`src/rtl/alu_seq_ctrl.sv`:
```
// Sequential 4-bit ALU with valid/ready handshakes and a 4-step restoring divider.
// One command in flight at a time: IDLE accepts, EXEC/DIV compute, DONE holds until consumed.
module alu_seq_ctrl (
  input  logic       clk,
  input  logic       rst,
  input  logic       in_valid,
  output logic       in_ready,
  input  logic [3:0] opcode,
  input  logic [3:0] a,
  input  logic [3:0] b,
  output logic       out_valid,
  input  logic       out_ready,
  output logic [7:0] result,
  output logic       carry,
  output logic       zero,
  output logic       err
);

  localparam int unsigned OPW  = 4;
  localparam int unsigned DW   = 4;
  localparam int unsigned RESW = 8;
  localparam int unsigned CNTW = 3;

  localparam logic [OPW-1:0] OP_AND  = 4'd0;
  localparam logic [OPW-1:0] OP_OR   = 4'd1;
  localparam logic [OPW-1:0] OP_XOR  = 4'd2;
  localparam logic [OPW-1:0] OP_XNOR = 4'd3;
  localparam logic [OPW-1:0] OP_NAND = 4'd4;
  localparam logic [OPW-1:0] OP_NOR  = 4'd5;
  localparam logic [OPW-1:0] OP_NOT  = 4'd6;
  localparam logic [OPW-1:0] OP_ADD  = 4'd7;
  localparam logic [OPW-1:0] OP_SUB  = 4'd8;
  localparam logic [OPW-1:0] OP_MUL  = 4'd9;
  localparam logic [OPW-1:0] OP_SHL  = 4'd10;
  localparam logic [OPW-1:0] OP_SHR  = 4'd11;
  localparam logic [OPW-1:0] OP_DIV  = 4'd12;

  // Divider runs 4 iterations then spends one more DIV cycle publishing the result.
  localparam logic [CNTW-1:0] DIV_LAST = 3'd4;

  typedef enum logic [1:0] {
    S_IDLE,
    S_EXEC,
    S_DIV,
    S_DONE
  } state_t;

  state_t          r_state;
  state_t          w_state_nxt;

  logic [OPW-1:0]  r_op,        w_op_nxt;
  logic [DW-1:0]   r_a,         w_a_nxt;
  logic [DW-1:0]   r_b,         w_b_nxt;
  logic [DW-1:0]   r_rem,       w_rem_nxt;
  logic [DW-1:0]   r_quo,       w_quo_nxt;
  logic [CNTW-1:0] r_cnt,       w_cnt_nxt;
  logic            r_in_ready,  w_in_ready_nxt;
  logic            r_out_valid, w_out_valid_nxt;
  logic [RESW-1:0] r_result,    w_result_nxt;
  logic            r_carry,     w_carry_nxt;
  logic            r_zero,      w_zero_nxt;
  logic            r_err,       w_err_nxt;

  logic [RESW-1:0] w_alu_res;
  logic            w_alu_carry;
  logic            w_alu_err;
  logic [DW:0]     w_sum;

  logic [DW:0]     w_div_shift;
  logic            w_div_ge;
  logic [DW-1:0]   w_div_diff;
  logic [RESW-1:0] w_div_res;

  assign w_sum = (DW+1)'(r_a) + (DW+1)'(r_b);

  // Single-cycle operations, evaluated from the captured command.
  always_comb begin
    w_alu_res   = '0;
    w_alu_carry = 1'b0;
    w_alu_err   = 1'b0;
    case (r_op)
      OP_AND:  w_alu_res = {4'h0, r_a & r_b};
      OP_OR:   w_alu_res = {4'h0, r_a | r_b};
      OP_XOR:  w_alu_res = {4'h0, r_a ^ r_b};
      OP_XNOR: w_alu_res = {4'h0, ~(r_a ^ r_b)};
      OP_NAND: w_alu_res = {4'h0, ~(r_a & r_b)};
      OP_NOR:  w_alu_res = {4'h0, ~(r_a | r_b)};
      OP_NOT:  w_alu_res = {4'h0, ~r_a};
      OP_ADD: begin
        w_alu_res   = {4'h0, w_sum[DW-1:0]};
        w_alu_carry = w_sum[DW];
      end
      OP_SUB: begin
        w_alu_res   = {4'h0, DW'(r_a - r_b)};
        w_alu_carry = (r_a < r_b);
      end
      OP_MUL:  w_alu_res = RESW'(r_a) * RESW'(r_b);
      OP_SHL:  w_alu_res = {4'h0, DW'(r_a << r_b[1:0])};
      OP_SHR:  w_alu_res = {4'h0, DW'(r_a >> r_b[1:0])};
      OP_DIV: begin
        // Only a zero divisor reaches EXEC with a DIV opcode.
        w_alu_res = {r_a, 4'hF};
        w_alu_err = 1'b1;
      end
      default: w_alu_err = 1'b1;
    endcase
  end

  // One restoring-division step: shift in the next dividend bit, subtract if it fits.
  // When it fits the true difference is below the divisor, so 4-bit wrap-around is exact.
  assign w_div_shift = {r_rem, r_quo[DW-1]};
  assign w_div_ge    = (w_div_shift >= {1'b0, r_b});
  assign w_div_diff  = w_div_shift[DW-1:0] - r_b;
  assign w_div_res   = {r_rem, r_quo};

  always_comb begin
    w_state_nxt     = r_state;
    w_op_nxt        = r_op;
    w_a_nxt         = r_a;
    w_b_nxt         = r_b;
    w_rem_nxt       = r_rem;
    w_quo_nxt       = r_quo;
    w_cnt_nxt       = r_cnt;
    w_in_ready_nxt  = r_in_ready;
    w_out_valid_nxt = r_out_valid;
    w_result_nxt    = r_result;
    w_carry_nxt     = r_carry;
    w_zero_nxt      = r_zero;
    w_err_nxt       = r_err;
    case (r_state)
      S_IDLE: begin
        if (in_valid && r_in_ready) begin
          w_op_nxt       = opcode;
          w_a_nxt        = a;
          w_b_nxt        = b;
          w_rem_nxt      = '0;
          w_quo_nxt      = a;
          w_cnt_nxt      = '0;
          w_in_ready_nxt = 1'b0;
          if (opcode == OP_DIV && b != '0) w_state_nxt = S_DIV;
          else                             w_state_nxt = S_EXEC;
        end
      end
      S_EXEC: begin
        w_result_nxt    = w_alu_res;
        w_carry_nxt     = w_alu_carry;
        w_err_nxt       = w_alu_err;
        w_zero_nxt      = (w_alu_res == '0);
        w_out_valid_nxt = 1'b1;
        w_state_nxt     = S_DONE;
      end
      S_DIV: begin
        if (r_cnt == DIV_LAST) begin
          w_result_nxt    = w_div_res;
          w_carry_nxt     = 1'b0;
          w_err_nxt       = 1'b0;
          w_zero_nxt      = (w_div_res == '0);
          w_out_valid_nxt = 1'b1;
          w_state_nxt     = S_DONE;
        end else begin
          w_rem_nxt = w_div_ge ? w_div_diff : w_div_shift[DW-1:0];
          w_quo_nxt = {r_quo[DW-2:0], w_div_ge};
          w_cnt_nxt = r_cnt + CNTW'(1);
        end
      end
      S_DONE: begin
        if (out_ready) begin
          w_out_valid_nxt = 1'b0;
          w_in_ready_nxt  = 1'b1;
          w_state_nxt     = S_IDLE;
        end
      end
      default: begin
        w_state_nxt     = S_IDLE;
        w_in_ready_nxt  = 1'b1;
        w_out_valid_nxt = 1'b0;
      end
    endcase
  end

  always_ff @(posedge clk) begin
    if (rst) begin
      r_state     <= S_IDLE;
      r_op        <= '0;
      r_a         <= '0;
      r_b         <= '0;
      r_rem       <= '0;
      r_quo       <= '0;
      r_cnt       <= '0;
      r_in_ready  <= 1'b1;
      r_out_valid <= 1'b0;
      r_result    <= '0;
      r_carry     <= 1'b0;
      r_zero      <= 1'b0;
      r_err       <= 1'b0;
    end else begin
      r_state     <= w_state_nxt;
      r_op        <= w_op_nxt;
      r_a         <= w_a_nxt;
      r_b         <= w_b_nxt;
      r_rem       <= w_rem_nxt;
      r_quo       <= w_quo_nxt;
      r_cnt       <= w_cnt_nxt;
      r_in_ready  <= w_in_ready_nxt;
      r_out_valid <= w_out_valid_nxt;
      r_result    <= w_result_nxt;
      r_carry     <= w_carry_nxt;
      r_zero      <= w_zero_nxt;
      r_err       <= w_err_nxt;
    end
  end

  assign in_ready  = r_in_ready;
  assign out_valid = r_out_valid;
  assign result    = r_result;
  assign carry     = r_carry;
  assign zero      = r_zero;
  assign err       = r_err;

endmodule

```
`config.mk`:
```
export PLATFORM = sky130hd
export DESIGN_NAME = alu_seq_ctrl
export DESIGN_NICKNAME = d
export VERILOG_FILES = /design/src/rtl/alu_seq_ctrl.sv
export SDC_FILE = /design/constraint.sdc
export NUM_CORES = 1
export LEC_CHECK = 0
export CAP_MARGIN = 20
export CORE_MARGIN = 2
export CORE_UTILIZATION = 59
export CTS_CLUSTER_SIZE = 24
export DETAILED_ROUTE_END_ITERATION = 16
export PLACE_DENSITY = 0.81
export SYNTH_ARGS = -nofsm -noshare
export SYNTH_HDL_FRONTEND = slang
export SYNTH_SLANG_ARGS = --single-unit
```
`constraint.sdc`:
```
create_clock -name clk -period 4.9 [get_ports clk]
set_clock_uncertainty 0.15 [all_clocks]
set_input_delay 0.49 -clock clk [delete_from_list [all_inputs] [get_ports clk]]
set_output_delay 0.49 -clock clk [all_outputs]
set_load 0.05 [all_outputs]
```
== After elaboration in Yosys (flattened, before gate mapping) ==
Cells that the tools add are included.

* Add/sub/neg operators: 4
* Multipliers: 1
* Magnitude comparators: 2
* Eq/ne operators: 21
* Shift-type cells: 2
* Mux-type cells: 31
* Bitwise logic cells: 7
* Reduce and logical (&&, ||, !) cells: 18

{| class="wikitable"
|+ Operators with widths
! cell !! number
|-
| $pmux 8 s13 || 1
|-
| $eq 4x4->1 const B || 6
|-
| $mux 4 || 5
|-
| $eq 4x3->1 const B || 4
|-
| $logic_not 8->1 || 2
|-
| $not 4->4 || 4
|-
| $pmux 4 s2 || 2
|-
| $pmux 8 s2 || 1
|-
| $reduce_and 3->1 || 4
|-
| $reduce_or 12->1 || 1
|-
| $pmux 1 s2 || 5
|-
| $eq 4x2->1 const B || 2
|-
| $mul 4x4->8 || 1
|-
| $mux 2 || 4
|-
| $mux 8 || 1
|-
| $ne 2x2->1 const B || 4
|-
| $pmux 2 s4 || 1
|-
| $sub 4x4->4 || 2
|-
| $mux 1 || 7
|-
| $mux 3 || 2
|-
| $pmux 3 s2 || 1
|-
| $reduce_bool 2->1 || 3
|-
| $add 4x4->5 || 1
|-
| $ge 5x4->1 || 1
|-
| other kinds (18) || 21
|}

* Register bits: 38
* Input bits: 16
* Output and inout bits: 13
* Logic and storage cells: 99

== Longest topological paths before layout ==
Gate-level depths: netlist of run 1.

* Depth after elaboration: 5
* Gate-level depth with buffers: 13
* Depth with buffers taken out: 13

== Least setup slack after synthesis of run 1 ==
OpenSTA, ideal clock, no wires.

* Path kind: reg-to-reg
* From: register r_a[1]
* To: register r_zero (netlist: zero)
* Setup time: 88 ps
* Data arrival time: 3544 ps
* Required time: 4662 ps
* Setup slack: 1118 ps
* Stages on the path, launching flop included: 13
* Buffers on the path: 0
* Period minus slack after synthesis: 3782 ps
* Cells stage by stage: dfxtp_1 nand2_1 fa_1 inv_1 fa_1 inv_1 fa_1 mux2i_1 a221oi_2 o21ai_1 or4b_1 a21o_1 o32ai_2

* Word-level cells in the longest chain between the ends: 5
* Elaborated cells between the ends (all ways): 15
* Classes of those cells: add/sub: 2; mul: 1; shift: 2; mux: 2; bitwise: 7; reduce/logical: 1

{| class="wikitable"
|+ RTL lines
! what !! RTL line !! text
|-
| start: declaration || 52 || <nowiki>logic [DW-1:0] r_a, w_a_nxt;</nowiki>
|-
| start signal: assignment || 199 || <nowiki>r_a <= w_a_nxt;</nowiki>
|-
| branches (longest 2 deep; another with $mul 4x4->8) || n/a ||
|-
| $pmux 8 s13 * || 81 || <nowiki>case (r_op)</nowiki>
|-
| $logic_not 8->1 * || 148 || <nowiki>w_zero_nxt = (w_alu_res == '0);</nowiki>
|-
| $pmux 1 s2 * || 130 || <nowiki>case (r_state)</nowiki>
|-
| end signal: assignment || 208 || <nowiki>r_zero <= w_zero_nxt;</nowiki>
|-
| end: declaration || 61 || <nowiki>logic r_zero, w_zero_nxt;</nowiki>
|}

Every way passes the cells marked *.
A chain may end at the register's enable or synchronous reset.

== Final worst setup path of run 1 ==
* From: register r_b[1]
* To: register r_zero (netlist: zero)

* Word-level cells in the longest chain between the ends: 5
* Elaborated cells between the ends (all ways): 14
* Classes of those cells: add/sub: 2; mul: 1; shift: 2; mux: 2; bitwise: 6; reduce/logical: 1

{| class="wikitable"
|+ RTL lines
! what !! RTL line !! text
|-
| start: declaration || 53 || <nowiki>logic [DW-1:0] r_b, w_b_nxt;</nowiki>
|-
| start signal: assignment || 200 || <nowiki>r_b <= w_b_nxt;</nowiki>
|-
| branches (longest 2 deep; another with $mul 4x4->8) || n/a ||
|-
| $pmux 8 s13 * || 81 ||
|-
| $logic_not 8->1 * || 148 ||
|-
| $pmux 1 s2 * || 130 ||
|}

Marks and branches as above.

==> impl_results.md, run 1 <==
* Worst-skew pair later-pin latency at 0.29 ns
* Hold_sp: result[2]
* CP Max Fanout at 12
* CP endpoint kind: register
* Setup Viol. Count Final at 0
* Top FF cell, synth: dfxtp_1
* Switching power at 569 uW
* Internal Dissipation at 731 uW
* Reg clk slew, reported paths at 0.08 ns
* Share of layout cells above drive strength 1 at 4.43%
* RR Startpoint: r_b[1]
* CTS tree: built
* Grt met1 use at 39.3%
* Vias at 3,300
* Synth Register Bits at 38
* Buffers on Ports at 28
* Top cells by area, synth: dfxtp_1 22%, ha_1 13%, a21oi_1 6.3%, nand2_1 5.9%, nor2_1 4.2%
* Startpoint Class: register
* Starting DRT DRC Count at 282
* Number of nets with antenna violations after routing at 0
* CTS buffer count at 5
* Vias/cell at 6.31
* RSZ-0062 raised after global routing: no
* Die width at 79.8 um
* Syn Std Cell Area at 3390 um^2
* Mapped Cells at 439
* Post-synthesis sequential area ratio at 22.4%
* Slew at the pin with the worst max-slew slack at 1.05 ns
* Dpl cell area at 3640 um^2
* First-pass GRT wire length at 14,700 um
* Initial core utilization at 61.2%
* Layout area overhead at 10.7%
* Std cell rows at 27
* Worst Hold Class: reg -> reg
* Drt total wl at 8940 um
* Post-synth cell types at 61
* Yosys warnings at 0
* GRT Total Usage at 29.5%
* Sw frac at 43.8%
* Post-synth top area share at 22.4%
* Max clock buf depth at 2
* Fin crit share at 82.6%
* Htree depth at 2
* Final Critical Period at 4.05 ns
* Worst path arrival time at 4.10 ns
* P per Cell Area at 346 nW/um^2
* Leakage at 1.48 nW
* Fin Setup TNS at 0 ns
* Maximum vdd drop at 0.254 mV
* Final hold vios at 0
* Combinational Power Share at 46.8%
* FILL cells at 494
* CP Data Required Time at 4.96 ns
* FFs w/ async S/R, synth at 0%
* Nets at 508
* Max-cap violations at 0
* Vias in the first global route at 3,080
* Final Slew Violations at 0
* Initial antenna violation count at 0
* HPWL after DPL at 6630 um
* M2 GR Usage at 47.8%
* Fmax at 247 MHz
* Slew margin rel. at 28.0%
* Fin worst setup slack at 0.854 ns
* CTS sink count at 38
* # DRC at 0
* Pre-CTS setup slack at 0.883 ns
* Overflow after GRT at 0
* Die area at 6370 um^2
* Largest net degree at the start of global routing at 41
* DR WL/cell at 17.1 um
* Post-synth EDFFs at 0
* Run status: finished clean
* Post-CTS setup buffer count at 0
* Setup CP Type: reg -> reg
* Flop pwr share at 33.0%
* Fraction of power consumed by the clock network at 20.2%
* Design Area, Final at 3750 um^2
* Mean Syn Cell Area at 7.72 um^2
* R2R setup slack at 0.85 ns
* Net Count, Synth at 497
* # diodes at 0
* Die Y at 79.8 um
* Hold-fix buffers, CTS at 0
* DR pass1 iterations at 5
* Post-CTS resize count at 0
* GP Congestion at 1.04
* Grt peak-use layer: met2
* Core Area at 5540 um^2
* I/O Pins at 29
* Met3 Usage GRT at 5.66%
* Crit path launch: r_b[1]
* Root buffer cell: clkbuf_8
* Cell taking the most area after synthesis: dfxtp_1
-- state kept, by name (all words and copies together) (netlist names) --
name,flops
result,8
r_a,4
r_b,4
r_op,4
r_quo,4
r_rem,4
r_cnt,3
r_state,2
carry,1
err,1
in_ready,1
out_valid,1
zero,1
-- Yosys cell counts (4+ instances only) --
| master | count |
|---|---|
| nand2_1 | 53 |
| nor4bb_1 | 5 |
| nor3_1 | 11 |
| nor2b_1 | 15 |
| o21ai_0 | 18 |
| a21oi_1 | 43 |
| buf_2 | 11 |
| inv_1 | 28 |
| ha_1 | 35 |
| o311ai_0 | 4 |
| nor3b_1 | 9 |
| nand2b_1 | 10 |
| clkbuf_1 | 9 |
| mux2i_1 | 7 |
| xnor2_1 | 4 |
| dfxtp_1 | 38 |
| a22oi_1 | 6 |
| fa_1 | 7 |
| nand3_1 | 14 |
| nor2_1 | 38 |
| nand4_1 | 4 |
-- power groups by stage --
stage / Sequential [mW] / Clock, mW / Combinational [mW]
2_1_floorplan: 0.476 / 0 / 0.393
3_3_place_gp: 0.431 / 0 / 0.587
3_5_place_dp: 0.433 / 0 / 0.596
4_1_cts: 0.426 / 0.266 / 0.600
5_1_grt: 0.436 / 0.278 / 0.672
6_report: 0.429 / 0.263 / 0.608
-- layout by cell type, fill, tap and decap left out, types with 6 or more instances in the layout --
cell type        synthesis  final
nor2b_1                 15     15
nor3b_1                  9      9
dfxtp_1                 38     38
ha_1                    35     35
o21ai_0                 18     18
nor3_1                  11     11
nor2_1                  38     38
mux2i_1                  7      7
nand2b_1                10     10
nand3_1                 14     14
inv_1                   28     28
nand2_1                 53     53
clkdlybuf4s50_1          0     28
a22oi_1                  6      6
a21oi_1                 43     43
fa_1                     7      7
-- cell type report --
cell class	instances	area, um^2	area share (%)
clock buffer	5	68.8	1.83
clock inverter	3	40.0	1.07
inverter	28	105	2.80
multi-input combinational	347	2390	63.8
sequential	38	761	20.3
tap	72	90.1	2.40
timing repair buffer	30	295	7.87
-- final timing paths --
| kind | endpoint | cells after the start |
|---|---|---|
| max | zero | 12 |
| min | result[2] | 2 |
| max reg2reg | zero | 12 |
| min reg2reg | result[2] | 2 |
-- kinds of logic after synthesis --
kind of cell | count (synthesis) | share of synthesized area [%]
AOI/OAI and AO/OA | 109 | 20.8
xor gates and xnor gates | 6 | 1.55
adders and majority gates | 42 | 17.0
buffers and inverters | 54 | 6.97
DFF | 38 | 22.4
muxes | 11 | 4.17
and+or+nand+nor | 179 | 27.0
-- per-layer routing --
layer / part of all wire, % / vias to the layer above
met5: 0 / -
met4: 2.0 / 0
met3: 7.6 / 26
met2: 46 / 158
met1: 44 / 1534
li1: - / 1582
-- worst max-delay path, cell delays in order (launching register included) --
cell and delay, ns:
dfxtp_1 0.58, nand2_1 0.13, fa_1 0.50, inv_1 0.06
fa_1 0.55, inv_1 0.07, fa_1 0.54, mux2i_1 0.08
a221oi_2 0.27, o21ai_1 0.09, or4b_1 0.52, a21o_1 0.18
o32ai_2 0.24
-- per-stage QoR --
step	hold slack, ns	total power, mW	utilization [%]	std cells
6_report	0.307	1.30	67.8	523
5_1_grt	0.327	1.39	67.8	523
4_1_cts	0.307	1.29	67.8	523
3_5_place_dp	0.296	1.03	65.8	515
3_3_place_gp	0.291	1.02	65.8	515
2_1_floorplan	0.309	0.869	-	439
Note: power is estimated with default switching activity, not from simulation.
==> inputs of run 2 (changes only) <==
CORE_UTILIZATION = 53   (was 59)
PLACE_DENSITY = 0.77   (was 0.81)
clock period = 3.7 ns   (was 4.9 ns; I/O delays follow)
==> impl_results.md, run 2 (synthesis gave the netlist of run 1 again) <==
* Run status: finished clean
* Post-CTS setup buffer count at 0
* Final Critical Period at 3.55 ns
* Drt total wl at 9240 um
* Sw frac at 44.9%
* Nets at 527
* CP Data Required Time at 3.77 ns
* Startpoint Class: register
* CTS buffer count at 5
* Internal Dissipation at 932 uW
* Buffers on Ports at 28
* Initial antenna violation count at 0
* Flop pwr share at 32.2%
* CTS tree: built
* First-pass GRT wire length at 14,900 um
* Design Area, Final at 3900 um^2
* CTS sink count at 38
* DP Cell Count at 539
* Share of layout cells above drive strength 1 at 11.1%
* Max-cap violations at 0
* DR WL/cell at 16.9 um
* Final Slew Violations at 0
* Worst path arrival time at 3.62 ns
* GRT Total Usage at 26.2%
* RSZ-0062 raised after global routing: no
* Worst-skew pair later-pin latency at 0.29 ns
* Max clock buf depth at 2
* Leakage at 1.56 nW
* Vias at 3,358
* Setup CP Type: reg -> reg
* Hold WS at 0.311 ns
* Fraction of power consumed by the clock network at 16.0%
* Non-filler cells in the finished layout at 546
* FILL cells at 582
* Vias/cell at 6.15
* Reg clk slew, reported paths at 0.08 ns
* Die Y at 84.0 um
* Fmax at 282 MHz
* # DRC at 0
* Root buffer cell: clkbuf_8
* CP endpoint kind: register
* Final core occ at 62.2%
* Fin worst setup slack at 0.149 ns
* Die width at 84.0 um
* Fin crit share at 96.0%
* Max FFs per register at 8
* GP Congestion at 0.924
* I/O Pins at 29
* Slew margin rel. at 39.7%
* Dpl cell area at 3790 um^2
* Largest net degree at the start of global routing at 41
* Setup Viol. Count Final at 0
* Most common cell after layout, fill and taps aside: nand2_1
* Overflow after GRT at 0
* Initial core utilization at 54.0%
* Fin Setup TNS at 0 ns
* Worst Hold Class: reg -> reg
* Tot Pwr at 1.69 mW
* Pre-CTS setup slack at -0.0196 ns
* Slew at the pin with the worst max-slew slack at 0.893 ns
* Die area at 7050 um^2
* Vias in the first global route at 3,145
* # diodes at 0
* CP Max Fanout at 2
* Starting DRT DRC Count at 220
* DR pass1 iterations at 5
* P per Cell Area at 434 nW/um^2
* HPWL after DPL at 6990 um
* Combinational Power Share at 51.7%
* Layout area overhead at 15.1%
* Final hold vios at 0
* Switching power at 761 uW
* Std cell rows at 29
* Htree depth at 2
* Number of nets with antenna violations after routing at 0
* Maximum vdd drop at 0.335 mV
* Core Area at 6280 um^2
* Most frequent cells in the layout: 51 x nand2_1, 43 x a21oi_1, 37 x nor2_1
-- run 2: cell types whose count changed in the layout (fill, tap and decap cells not counted), moves of 2 or more --
cell,change
buf_4,+18
nand2_2,+2
dfxtp_2,+6
nand2_1,-2
ha_2,+3
dfxtp_1,-6
ha_1,-3
-- run 2: per-layer routing --
| metal | GRT usage (%) | vias up | part of all wire (%) |
|---|---|---|---|
| met5 | 0 | - | 0 |
| met4 | 8.36 | 0 | 2.0 |
| met3 | 3.56 | 15 | 5.9 |
| met2 | 44.7 | 127 | 47 |
| met1 | 34.2 | 1606 | 45 |
| li1 | - | 1610 | - |
-- run 2: worst paths after layout --
| kind | endpoint | startpoint | cells after the start | slack, ns |
|---|---|---|---|---|
| setup / recovery | zero | r_a[0] | 12 | 0.15 |
| hold reg to reg | result[2] | result[2] | 2 | 0.31 |
| setup reg to reg | zero | r_a[0] | 12 | 0.15 |
| hold / removal | result[2] | result[2] | 2 | 0.31 |
-- run 2: final cells by class --
type	instances	area [um^2]	share of cell area [%]
clock buffers	5	68.8	1.76
clock inverters	2	10.0	0.256
inverters	28	105	2.69
multi-input cells	347	2410	61.8
flip-flops and latches	38	768	19.7
well taps	77	96.3	2.47
repair buffers	49	442	11.3
-- run 2: power groups by stage --
| stage | Sequential [mW] | Clock [mW] | Combinational (mW) |
|---|---|---|---|
| after detailed placement | 0.549 | 0 | 0.856 |
| after floorplan | 0.630 | 0 | 0.522 |
| after global placement | 0.548 | 0 | 0.841 |
| after global routing | 0.554 | 0.289 | 0.956 |
| final | 0.546 | 0.272 | 0.876 |
| after CTS | 0.541 | 0.274 | 0.864 |
-- run 2: what timing repair did --
action                                  CTS  global route
endpoints found under the setup margin    1             2
gates resized for setup                   3            11
pin swaps                                 4             7
hold buffers                              0             0
endpoints found under the hold margin     0             0
-- run 2: critical path, stage by stage, from the launching register on --
cell	delay (ns)
dfxtp_2	0.34
nand2_2	0.06
fa_1	0.55
inv_1	0.05
fa_1	0.51
inv_2	0.04
fa_1	0.47
mux2i_1	0.08
a221oi_2	0.23
o21ai_1	0.08
or4b_4	0.51
a21o_1	0.17
o32ai_2	0.23
